**src/rtl/seq_shifter.sv**
```systemverilog
// seq_shifter: multi-cycle shifter that applies one 1-bit step per clock.
//
// A start request captures mode and amt, then walks q through max(amt,1)
// clock cycles, shifting or rotating by one bit each cycle. A request with
// amt == 0 still takes one cycle but leaves q and shift_out untouched.
// Requests are accepted only while not busy (IDLE or DONE). If load and
// start are both high when accepted, load wins.
//
// Ports
//   clk       : clock, all state changes on the rising edge
//   rst_n     : synchronous active-low reset
//   load      : load din into q when accepted
//   din       : parallel load data [WIDTH]
//   start     : begin an operation of amt single-bit steps
//   mode      : 00 LSL, 01 LSR, 10 ASR (sign fill), 11 ROR
//   amt       : step count [AMT_W], unsigned
//   q         : registered data value [WIDTH]
//   busy      : operation in progress, requests ignored
//   done      : one-cycle completion pulse
//   shift_out : last bit shifted or rotated out of q
module seq_shifter #(
  parameter int              WIDTH = 8,
  parameter int              AMT_W = 4,
  parameter logic [WIDTH-1:0] INIT = 'h66
) (
  input  logic             clk,
  input  logic             rst_n,
  input  logic             load,
  input  logic [WIDTH-1:0] din,
  input  logic             start,
  input  logic [1:0]       mode,
  input  logic [AMT_W-1:0] amt,
  output logic [WIDTH-1:0] q,
  output logic             busy,
  output logic             done,
  output logic             shift_out
);

  typedef enum logic [1:0] {
    S_IDLE  = 2'd0,
    S_SHIFT = 2'd1,
    S_DONE  = 2'd2
  } state_t;

  typedef enum logic [1:0] {
    M_LSL = 2'b00,
    M_LSR = 2'b01,
    M_ASR = 2'b10,
    M_ROR = 2'b11
  } mode_t;

  state_t           state, state_nx;
  mode_t            mode_r, mode_nx;
  logic [AMT_W-1:0] cnt, cnt_nx;
  logic             zero_r, zero_nx;   // captured amt was 0: count a cycle, no step
  logic [WIDTH-1:0] q_r, q_nx;
  logic             so_r, so_nx;

  // single-bit step of the current q under the captured mode
  logic [WIDTH-1:0] q_step;
  logic             step_out;

  always_comb begin
    q_step   = q_r;
    step_out = 1'b0;
    unique case (mode_r)
      M_LSL: begin
        q_step   = {q_r[WIDTH-2:0], 1'b0};
        step_out = q_r[WIDTH-1];
      end
      M_LSR: begin
        q_step   = {1'b0, q_r[WIDTH-1:1]};
        step_out = q_r[0];
      end
      M_ASR: begin
        q_step   = {q_r[WIDTH-1], q_r[WIDTH-1:1]};
        step_out = q_r[0];
      end
      M_ROR: begin
        q_step   = {q_r[0], q_r[WIDTH-1:1]};
        step_out = q_r[0];
      end
      default: begin
        q_step   = q_r;
        step_out = so_r;
      end
    endcase
  end

  always_comb begin
    state_nx = state;
    mode_nx  = mode_r;
    cnt_nx   = cnt;
    zero_nx  = zero_r;
    q_nx     = q_r;
    so_nx    = so_r;
    unique case (state)
      S_IDLE, S_DONE: begin
        // DONE falls back to IDLE unless a new request chains straight on
        state_nx = S_IDLE;
        if (load) begin
          q_nx = din;
        end else if (start) begin
          mode_nx  = mode_t'(mode);
          zero_nx  = (amt == '0);
          cnt_nx   = (amt == '0) ? AMT_W'(1) : amt;
          state_nx = S_SHIFT;
        end
      end
      S_SHIFT: begin
        if (!zero_r) begin
          q_nx  = q_step;
          so_nx = step_out;
        end
        cnt_nx = cnt - AMT_W'(1);
        if (cnt == AMT_W'(1))
          state_nx = S_DONE;
      end
      default: state_nx = S_IDLE;
    endcase
  end

  always_ff @(posedge clk) begin
    if (!rst_n) begin
      state  <= S_IDLE;
      mode_r <= M_LSL;
      cnt    <= '0;
      zero_r <= 1'b0;
      q_r    <= INIT;
      so_r   <= 1'b0;
    end else begin
      state  <= state_nx;
      mode_r <= mode_nx;
      cnt    <= cnt_nx;
      zero_r <= zero_nx;
      q_r    <= q_nx;
      so_r   <= so_nx;
    end
  end

  // status is a pure decode of the state register, so it only moves on clk
  assign busy      = (state == S_SHIFT);
  assign done      = (state == S_DONE);
  assign q         = q_r;
  assign shift_out = so_r;

endmodule

```
**config.mk**
```make
export PLATFORM = sky130hd
export DESIGN_NAME = seq_shifter
export DESIGN_NICKNAME = d
export VERILOG_FILES = /design/src/rtl/seq_shifter.sv
export SDC_FILE = /design/constraint.sdc
export NUM_CORES = 1
export LEC_CHECK = 0
export ABC_CLOCK_PERIOD_IN_PS = 1150
export CAP_MARGIN = 25
export CORE_ASPECT_RATIO = 1.1
export CORE_UTILIZATION = 41
export CTS_CLUSTER_DIAMETER = 60
export DETAILED_ROUTE_END_ITERATION = 10
export PLACE_DENSITY = 0.74
export SYNTH_ARGS = -nofsm -noshare
export SYNTH_HDL_FRONTEND = slang
export SYNTH_SLANG_ARGS = --single-unit
```
**constraint.sdc**
```tcl
create_clock -name clk -period 1.15 [get_ports clk]
set_input_delay 0.115 -clock clk [delete_from_list [all_inputs] [get_ports clk]]
set_output_delay 0.115 -clock clk [all_outputs]
set_load 0.005 [all_outputs]
```
Word-level counts from Yosys, hierarchy flattened
Cells that the tools add are included.
{ "totals": {"regBits": 18, "wordCells": 46, "input_bits": 18, "output_inout_bits": 11} }
{ "classes": {"mux": 13, "n_bitwise": 2, "addsub": 1, "reduce_logical": 11, "n_eq_ne": 12} }
{ "op_table": {"columns": ["cell", "count"], "rows": [
  ["$pmux W8 S4", 1],
  ["$mux W8", 2],
  ["$pmux W8 S2", 1],
  ["$mux W4", 3],
  ["$ne A2 B2 Y1 const B", 5],
  ["$reduce_and A3 Y1", 3],
  ["$pmux W4 S2", 1],
  ["$eq A2 B2 Y1 const B", 3],
  ["$eq A2 B1 Y1 const B", 2],
  ["$eq A4 B1 Y1 const B", 1],
  ["$logic_not A2 Y1", 2],
  ["$logic_not A4 Y1", 1],
  ["$pmux W2 S2", 1],
  ["$reduce_and A4 Y1", 1],
  ["$sub A4 B1 Y4 const B", 1],
  ["$reduce_or A3 Y1", 1],
  ["$mux W1", 2],
  ["$mux W2", 1],
  ["$ne A2 B1 Y1 const B", 1],
  ["$not A1 Y1", 2],
  ["$pmux W1 S2", 1],
  ["$reduce_and A2 Y1", 1],
  ["$reduce_bool A2 Y1", 1],
  ["$reduce_or A2 Y1", 1]
]} }

Depth between registers and ports, before layout
Gate-level depths: netlist of the first run.
{ "logic_depth": {"depth_word": 5, "mapped_depth": 6, "ltp_nobuf": 5} }

Worst setup path before layout of the first run
No wires, ideal clock.
{ "synth_timing": {"path_type": "flip-flop to flip-flop", "startpoint": "reg mode_r[0]", "endpoint": "reg q_r[0] (netlist: q[0])", "arrival_ns": 1.155, "setup_ns": 0.116, "stages_incl_launch_ff": 6, "n_path_buf": 1, "period_less_slack_ns": 1.271, "path_slack_ns": -0.121, "t_required_ns": 1.034, "cell_sequence": "dfxtp_1 nor2_2 buf_2 nor2_1 a221o_1 o211a_1"} }
{ "synth_via": {"elab_chain_cells": 4, "elab_cells_between_ends": 7, "classes_between": "eq/ne (3); mux (3); reduce/logical (1)"} }
{ "synth_rtl": {"columns": ["element", "line_no", "rtl"], "rows": [
  ["from (decl)", "53", "mode_t mode_r, mode_nx;"],
  ["from (signal assigned)", "133", "mode_r <= mode_nx;"],
  ["$eq A2 B2 Y1, or another cell as far along", "66", "unique case (mode_r)"],
  ["$pmux W8 S4 *", "66", null],
  ["$mux W8 *", "111", "if (!zero_r) begin"],
  ["$pmux W8 S2 *", "97", "unique case (state)"],
  ["to (signal assigned)", "136", "q_r <= q_nx;"],
  ["to (decl)", "56", "logic [WIDTH-1:0] q_r, q_nx;"]
]} }
Every way passes the cells marked *; elsewhere a longest branch is shown, timed or not. The select of a mux whose other input is x is not followed.
A chain may end at the register's enable or synchronous reset.

Worst setup path in the final report of the first run
{ "layout_timing": {"startpoint": "reg state[1]", "endpoint": "reg q_r[7] (netlist: q[7])"} }
{ "layout_via": {"elab_chain_cells": 4, "elab_cells_between_ends": 10, "classes_between": "eq/ne (5); mux (1); reduce/logical (4)"} }
{ "layout_rtl": {"columns": ["element", "line_no", "rtl"], "rows": [
  ["from (decl)", "52", "state_t state, state_nx;"],
  ["from (signal assigned)", "132", "state <= state_nx;"],
  ["$eq A2 B2 Y1 or $logic_not A2 Y1 (tied branches)", "97", null],
  ["$reduce_or A2 Y1", "97", null],
  ["$ne A2 B2 Y1 (no source line) or $reduce_bool A2 Y1 (tied branches)", null, null],
  ["$reduce_and A4 Y1 (no source line)", null, null]
]} }
Several ways; a longest one is shown, not always the timed one.

==> results of run 1 <==
timing repair:
item / CTS / global route
resized for setup: 53 / 11
pin swaps: 12 / 7
gates cloned: 0 / 1
endpoints found under the setup margin: 24 / 20
buffers inserted: 13 / 2
state kept, by name, summed over array words and instances (netlist names):
register,flops
q,8
mode_r,2
shift_out,1
state,2
cnt,4
zero_r,1
through the flow:
step	TNS, ps	utilization [%]	setup slack [ps]
final	-1720	77.3	-203
after global routing	-2730	77.3	-284
after CTS	-1650	74.9	-196
after detailed placement	-3890	66.1	-304
after global placement	-3130	66.1	-245
after floorplan	-101	-	-27.1
critical path, stage by stage (launching register included):
cell and delay (ps):
dfxtp_2 340, buf_6 110, buf_6 110, nor3b_4 190, buf_4 150, o21ai_2 60, a32o_1 220, a21boi_1 120
cells in the mapped netlist, drive strengths merged:
cell type	instances	area [um^2]
o211a	2	20.0
a221o	1	10.0
buf	4	22.5
nor4	1	6.26
o31ai	2	15.0
a21boi	6	45.1
nand2b	2	12.5
nor3b	3	32.5
nand3	7	35.0
a32o	1	10.0
o21a	1	7.51
nor2	15	58.8
nor2b	9	56.3
clkbuf	2	7.51
o311a	1	10.0
a211oi	6	45.0
a22oi	1	7.51
o311ai	4	65.1
nor3	1	5.00
nand2	18	67.6
inv	4	15.0
ha	2	25.0
o21ai	4	20.0
a2bb2oi	1	8.76
and3	1	6.26
dfxtp	18	360
a221oi	1	8.76
power by group:
| group | internal, mW | switching [mW] |
|---|---|---|
| registers | 0.687 | 0.0498 |
| logic | 0.365 | 0.282 |
| clock network | 0.135 | 0.203 |
layer usage:
layer / part of all wire [%] / vias to the layer above / GRT usage (%)
li1: - / 554 / -
met1: 40 / 567 / 29.1
met2: 54 / 35 / 47.2
met3: 3.8 / 8 / 4.31
met4: 2.6 / 0 / 12.7
met5: 0 / - / 0
final cells by class:
class                   instances  area share [%]
multi-input cells              91            39.2
flip-flops and latches         18            21.7
repair buffers                 68            34.5
clock buffers                   4            1.51
well taps                      30            2.16
inverters                       4            1.01
cell families after synthesis:
kind of cell,Yosys count
flops,18
fa+ha+maj,2
compound gates,31
buf+inv,10
simple gates,57
layout by cell type, fill, tap and decap left out, drive strengths merged, types with 2 or more instances in the layout:
| cell type | instances |
|---|---|
| buf | 42 |
| nand2 | 18 |
| dfxtp | 18 |
| clkdlybuf4s50 | 17 |
| nor2 | 16 |
| nor2b | 9 |
| dlygate4sd2 | 8 |
| nand3 | 7 |
| a21boi | 6 |
| a211oi | 6 |
| o311ai | 4 |
| clkbuf | 4 |
| inv | 4 |
| o21ai | 4 |
| nor3b | 3 |
| o211a | 2 |
| o31ai | 2 |
| ha | 2 |
| nand2b | 2 |
final timing paths:
path	start	endpoint	slack, ps	depth (start not counted)
worst max-delay path	state[1]	q[7]	-200	7
worst min-delay path	mode[0]	mode_r[0]	350	3
worst max register to register	state[1]	q[7]	-200	7
worst min register to register	q[7]	q[7]	500	2
==> impl_results.md, run 1 <==
* Worst min path class: in -> reg
* Highest Clock Rate at 739 MHz
* Mapped Area at 983 um^2
* Post-synthesis instance total at 118
* CTS tree: yes
* Seq/Total Area, Yosys at 36.6%
* Leakage at 0.747 nW
* CTS HTree Levels at 1
* DRT Pass-1 Iters at 4
* Final Slew Violations at 0
* RSZ-0062 raised after global routing: true
* Average size of a mapped cell at 8.33 um^2
* Slew headroom at 71.5%
* Worst-margin pin slew at 423 ps
* Die area at 2600 um^2
* Clock root buffer: clkbuf_4
* Critical path arrival at 1580 ps
* Design area at 1740 um^2
* Inserted Diodes at 0
* Die span in x at 48.7 um
* Min setup slack post-route at -203 ps
* Critical Path Fanout Max at 2
* Rows at 18
* Antenna Nets Post-Route at 0
* Crit Path Category: reg -> reg
* Max rail drop VDD at 0.000886 V
* Chip Height at 53.4 um
* Worst-Skew Late Latency at 290 ps
* Fin crit share at 118%
* Worst Path Required at 1380 ps
* Fillers at 169
* Critical path endpoint category: register
* Yosys warning count at 0
* DP HPWL at 2070 um
* Global route overflow at 0
* Synth Area in Compound Gates at 27.7%
* Post-layout min period at 1350 ps
* Clk_skew at 3.70 ps
* CTS Sinks at 18
* Drt wl/cell at 15.1 um
* FF+latch count, synth at 18
* Worst-path clk slew at 110 ps
* Failing checks: setup timing
* Post-Synth Simple-Gate Area at 28.5%
* RD Place Congestion at 0.744
* Residual DRC at 0
* Nets at 206
* Initial antenna violation count at 0
* Status: finished with violations
* Placed cell count at 195
* Largest net degree at the start of global routing at 13
* Vias in the first global route at 1082
* First-pass GRT wire length at 4960 um
* Overall power at 1.72 mW
* XOR/XNOR share of the synthesized area at 0%
* Via density at 5.41
* P&R area growth vs syn at 77.1%
* Final setup fails at 17
* Non-Filler Instances at 215
* Largest family of logic cells by synthesized area: simple AND/OR/NAND/NOR gates
* Initial core utilization at 43.7%
* Adder-Cell Fraction of Synth Area at 2.54%
* 1st-iter DRT viols at 21
* Max-cap violations at 0
* # port buffers at 28
* Final hold slack at 353 ps
* Total GRT Usage at 25.8%
* Final wirelength at 3240 um
* Clock buffer depth at 2
* CTS buffer count at 3
* Final hold violations at 0
* Pwr/cell area at 989 nW/um^2
* Placed Instance Area at 1490 um^2
* Mux share of post-synthesis cell area at 0%
* Via count of the routed design at 1164
* Storage cell area at 378 um^2
* Worst setup SP type: register
* Post-synth cell types at 32
* Layout cell share with drive strength beyond 1 at 43.8%
* I/O Pins at 29
* Core area at 2250 um^2
* Hold_buf cts at 0
* Area occupied by multi-input gates at 682 um^2
* Mapped Nets at 138
No activity file was read; power rests on OpenSTA's default activity.
==> run 2: changes to the inputs <==
Settings changed: REMOVE_ABC_BUFFERS from default to 1.
==> impl_results.md, run 2 (synthesis results as in run 1) <==
* Rows at 18 (unchanged)
* Area occupied by multi-input gates at 697 um^2 (+2.2%)
* Total GRT Usage at 22.6% (-3.2 points)
* Die span in x at 48.7 um (unchanged)
* Nets at 196 (-4.9%)
* Highest Clock Rate at 779 MHz (+5.3%)
* Fillers at 165 (-2.4%)
* Most frequent cells in the layout: buf_4, clkdlybuf4s50_1, nand2_1
* Pwr/cell area at 1010 nW/um^2 (+2.0%)
* Post-layout min period at 1280 ps (-68.5 ps)
* Worst min path class: in -> reg
* CTS HTree Levels at 1 (unchanged)
* Int Pwr at 1.16 mW (-2.5%)
* Clk_skew at 6.19 ps (+2.49 ps)
* Max stage delay cell, worst path: dfxtp_4
* Drt wl/cell at 15.0 um (-0.40%)
* Metal3 WL at 134 um (+8.9%)
* Final wirelength at 3060 um (-5.5%)
* Flop pwr share at 43.3% (+0.5 points)
* Worst-path clk slew at 110 ps (about the same)
* Global route overflow at 0 (unchanged)
* Antenna Nets Post-Route at 0 (unchanged)
* Sw Share at 31.7% (+0.66 points)
* CTS buffer count at 3 (unchanged)
* RD Place Congestion at 0.809 (+8.7%)
* Max-cap violations at 0 (unchanged)
* Placed Instance Area at 1440 um^2 (-3.1%)
* Detail Route met2 WL at 1550 um (-11%)
* Layout cell share with drive strength beyond 1 at 43.7% (-0.11 points)
* Hold_buf cts at 0 (unchanged)
* Vias in the first global route at 993 (-8.2%)
* Final hold violations at 0 (unchanged)
* Total negative setup slack at -705 ps (+1010 ps)
* Most common cell after layout, fill and taps aside: buf_4
* Residual DRC at 0 (unchanged)
* M1 wire length at 1300 um (+0.78%)
* Chip Height at 53.4 um (unchanged)
* Worst setup SP type: register
* Die area at 2600 um^2 (unchanged)
* Switching pwr at 538 uW (+0.58%)
* Max rail drop VDD at 0.000658 V (-26%)
* P&R area growth vs syn at 71.0%
* Gate power share at 37.3% (-0.3 points)
* Inserted Diodes at 0 (unchanged)
* Critical path endpoint category: register
* Initial core utilization at 43.7% (unchanged)
* Fin crit share at 112% (-6.0 points)
* CTS tree: yes
* Final setup fails at 12 (-5)
* Min setup slack post-route at -134 ps (+68.5 ps)
* Design area at 1680 um^2 (-3.4%)
* Leakage at 0.702 nW (-6.0%)
* Initial antenna violation count at 0 (unchanged)
* Via density at 5.41 (-0.13%)
* Critical path arrival at 1510 ps (-70 ps)
* DRT Pass-1 Iters at 4 (unchanged)
* Clock network fraction of design power at 19.3% (-0.3 points)
* Top Metal Used: met4
* DP HPWL at 2020 um (-2.2%)
* Largest net degree at the start of global routing at 16 (+3)
* Crit Path Category: reg -> reg
* Clock buffer depth at 2 (unchanged)
* Status: finished with violations
* Core area at 2250 um^2 (unchanged)
* Worst-margin pin slew at 351 ps (-72.5 ps)
* Worst-Skew Late Latency at 300 ps (about the same)
* Final Slew Violations at 0 (unchanged)
* Largest stage delay on the critical path at 410 ps (+70 ps)
* 1st-iter DRT viols at 27 (+29%)
* Via count of the routed design at 1103 (-5.2%)
* Worst Path Required at 1380 ps (about the same)
* Critical Path Fanout Max at 5 (+3)
* Crit-path cells: nor3b_4 > buf_4 > o21ai_2 > a32o_1 > a21boi_1
* RSZ-0062 raised after global routing: true
* Max reg flops at 8 (unchanged)
* First-pass GRT wire length at 4400 um (-11%)
* CTS Sinks at 18 (unchanged)
* Clock root buffer: clkbuf_4
* Failing checks: setup timing
* Slew headroom at 76.4% (+4.9 points)
* Storage cell area at 382 um^2 (+0.99%)
* # port buffers at 28 (unchanged)
* I/O Pins at 29 (unchanged)
## run 2: timing repair
| item | CTS | global route |
|---|---|---|
| setup buffers | 10 | 0 |
| endpoints found under the setup margin | 23 | 19 |
| pin swaps | 4 | 4 |
| gates resized for setup | 38 | 29 |
## run 2: power groups by stage
stage / clock network, mW / logic (mW) / registers (mW)
global placement: 0 / 0.474 / 0.745
floorplan: 0 / 0.211 / 0.741
global route: 0.355 / 0.679 / 0.742
finish: 0.328 / 0.633 / 0.735
CTS: 0.331 / 0.549 / 0.727
detailed placement: 0 / 0.488 / 0.748
## run 2: worst max-delay path, delay by kind of cell, from the launching register on
kind | cells | cell delay [ps]
compound gates | 3 | 400
buf+inv | 1 | 160
flops | 1 | 410
simple gates | 1 | 250
## run 2: area by class of cell
cell class,instances,share of cell area [%]
clock buffer,3,1.34
inverter,4,1.04
multi-input combinational,90,41.4
sequential,18,22.7
tap,30,2.23
timing repair buffer,59,31.3
## run 2: through the flow
| step | power [mW] | util (%) | worst slack (ps) | hold WS (ps) | instances |
|---|---|---|---|---|---|
| global placement | 1.22 | 64.0 | -249 | 486 | 191 |
| finish | 1.70 | 74.7 | -134 | 369 | 204 |
| CTS | 1.61 | 69.6 | -110 | 380 | 204 |
| detailed placement | 1.24 | 64.0 | -331 | 493 | 191 |
| global route | 1.78 | 74.7 | -167 | 390 | 204 |
| floorplan | 0.952 | - | -284 | 188 | 112 |
## run 2: metal layers
layer,vias up,track usage [%]
met1,520,25.5
met2,42,41.7
met3,8,2.87
met4,0,12.3
met5,-,0
li1,533,-
## run 2: final timing paths
| path | start | cells after the start | slack, ps | end |
|---|---|---|---|---|
| worst min register to register | shift_out | 1 | 520 | shift_out |
| worst max register to register | state[0] | 5 | -130 | q[7] |
| worst max-delay path | state[0] | 5 | -130 | q[7] |
| worst min-delay path | mode[0] | 3 | 370 | mode_r[0] |
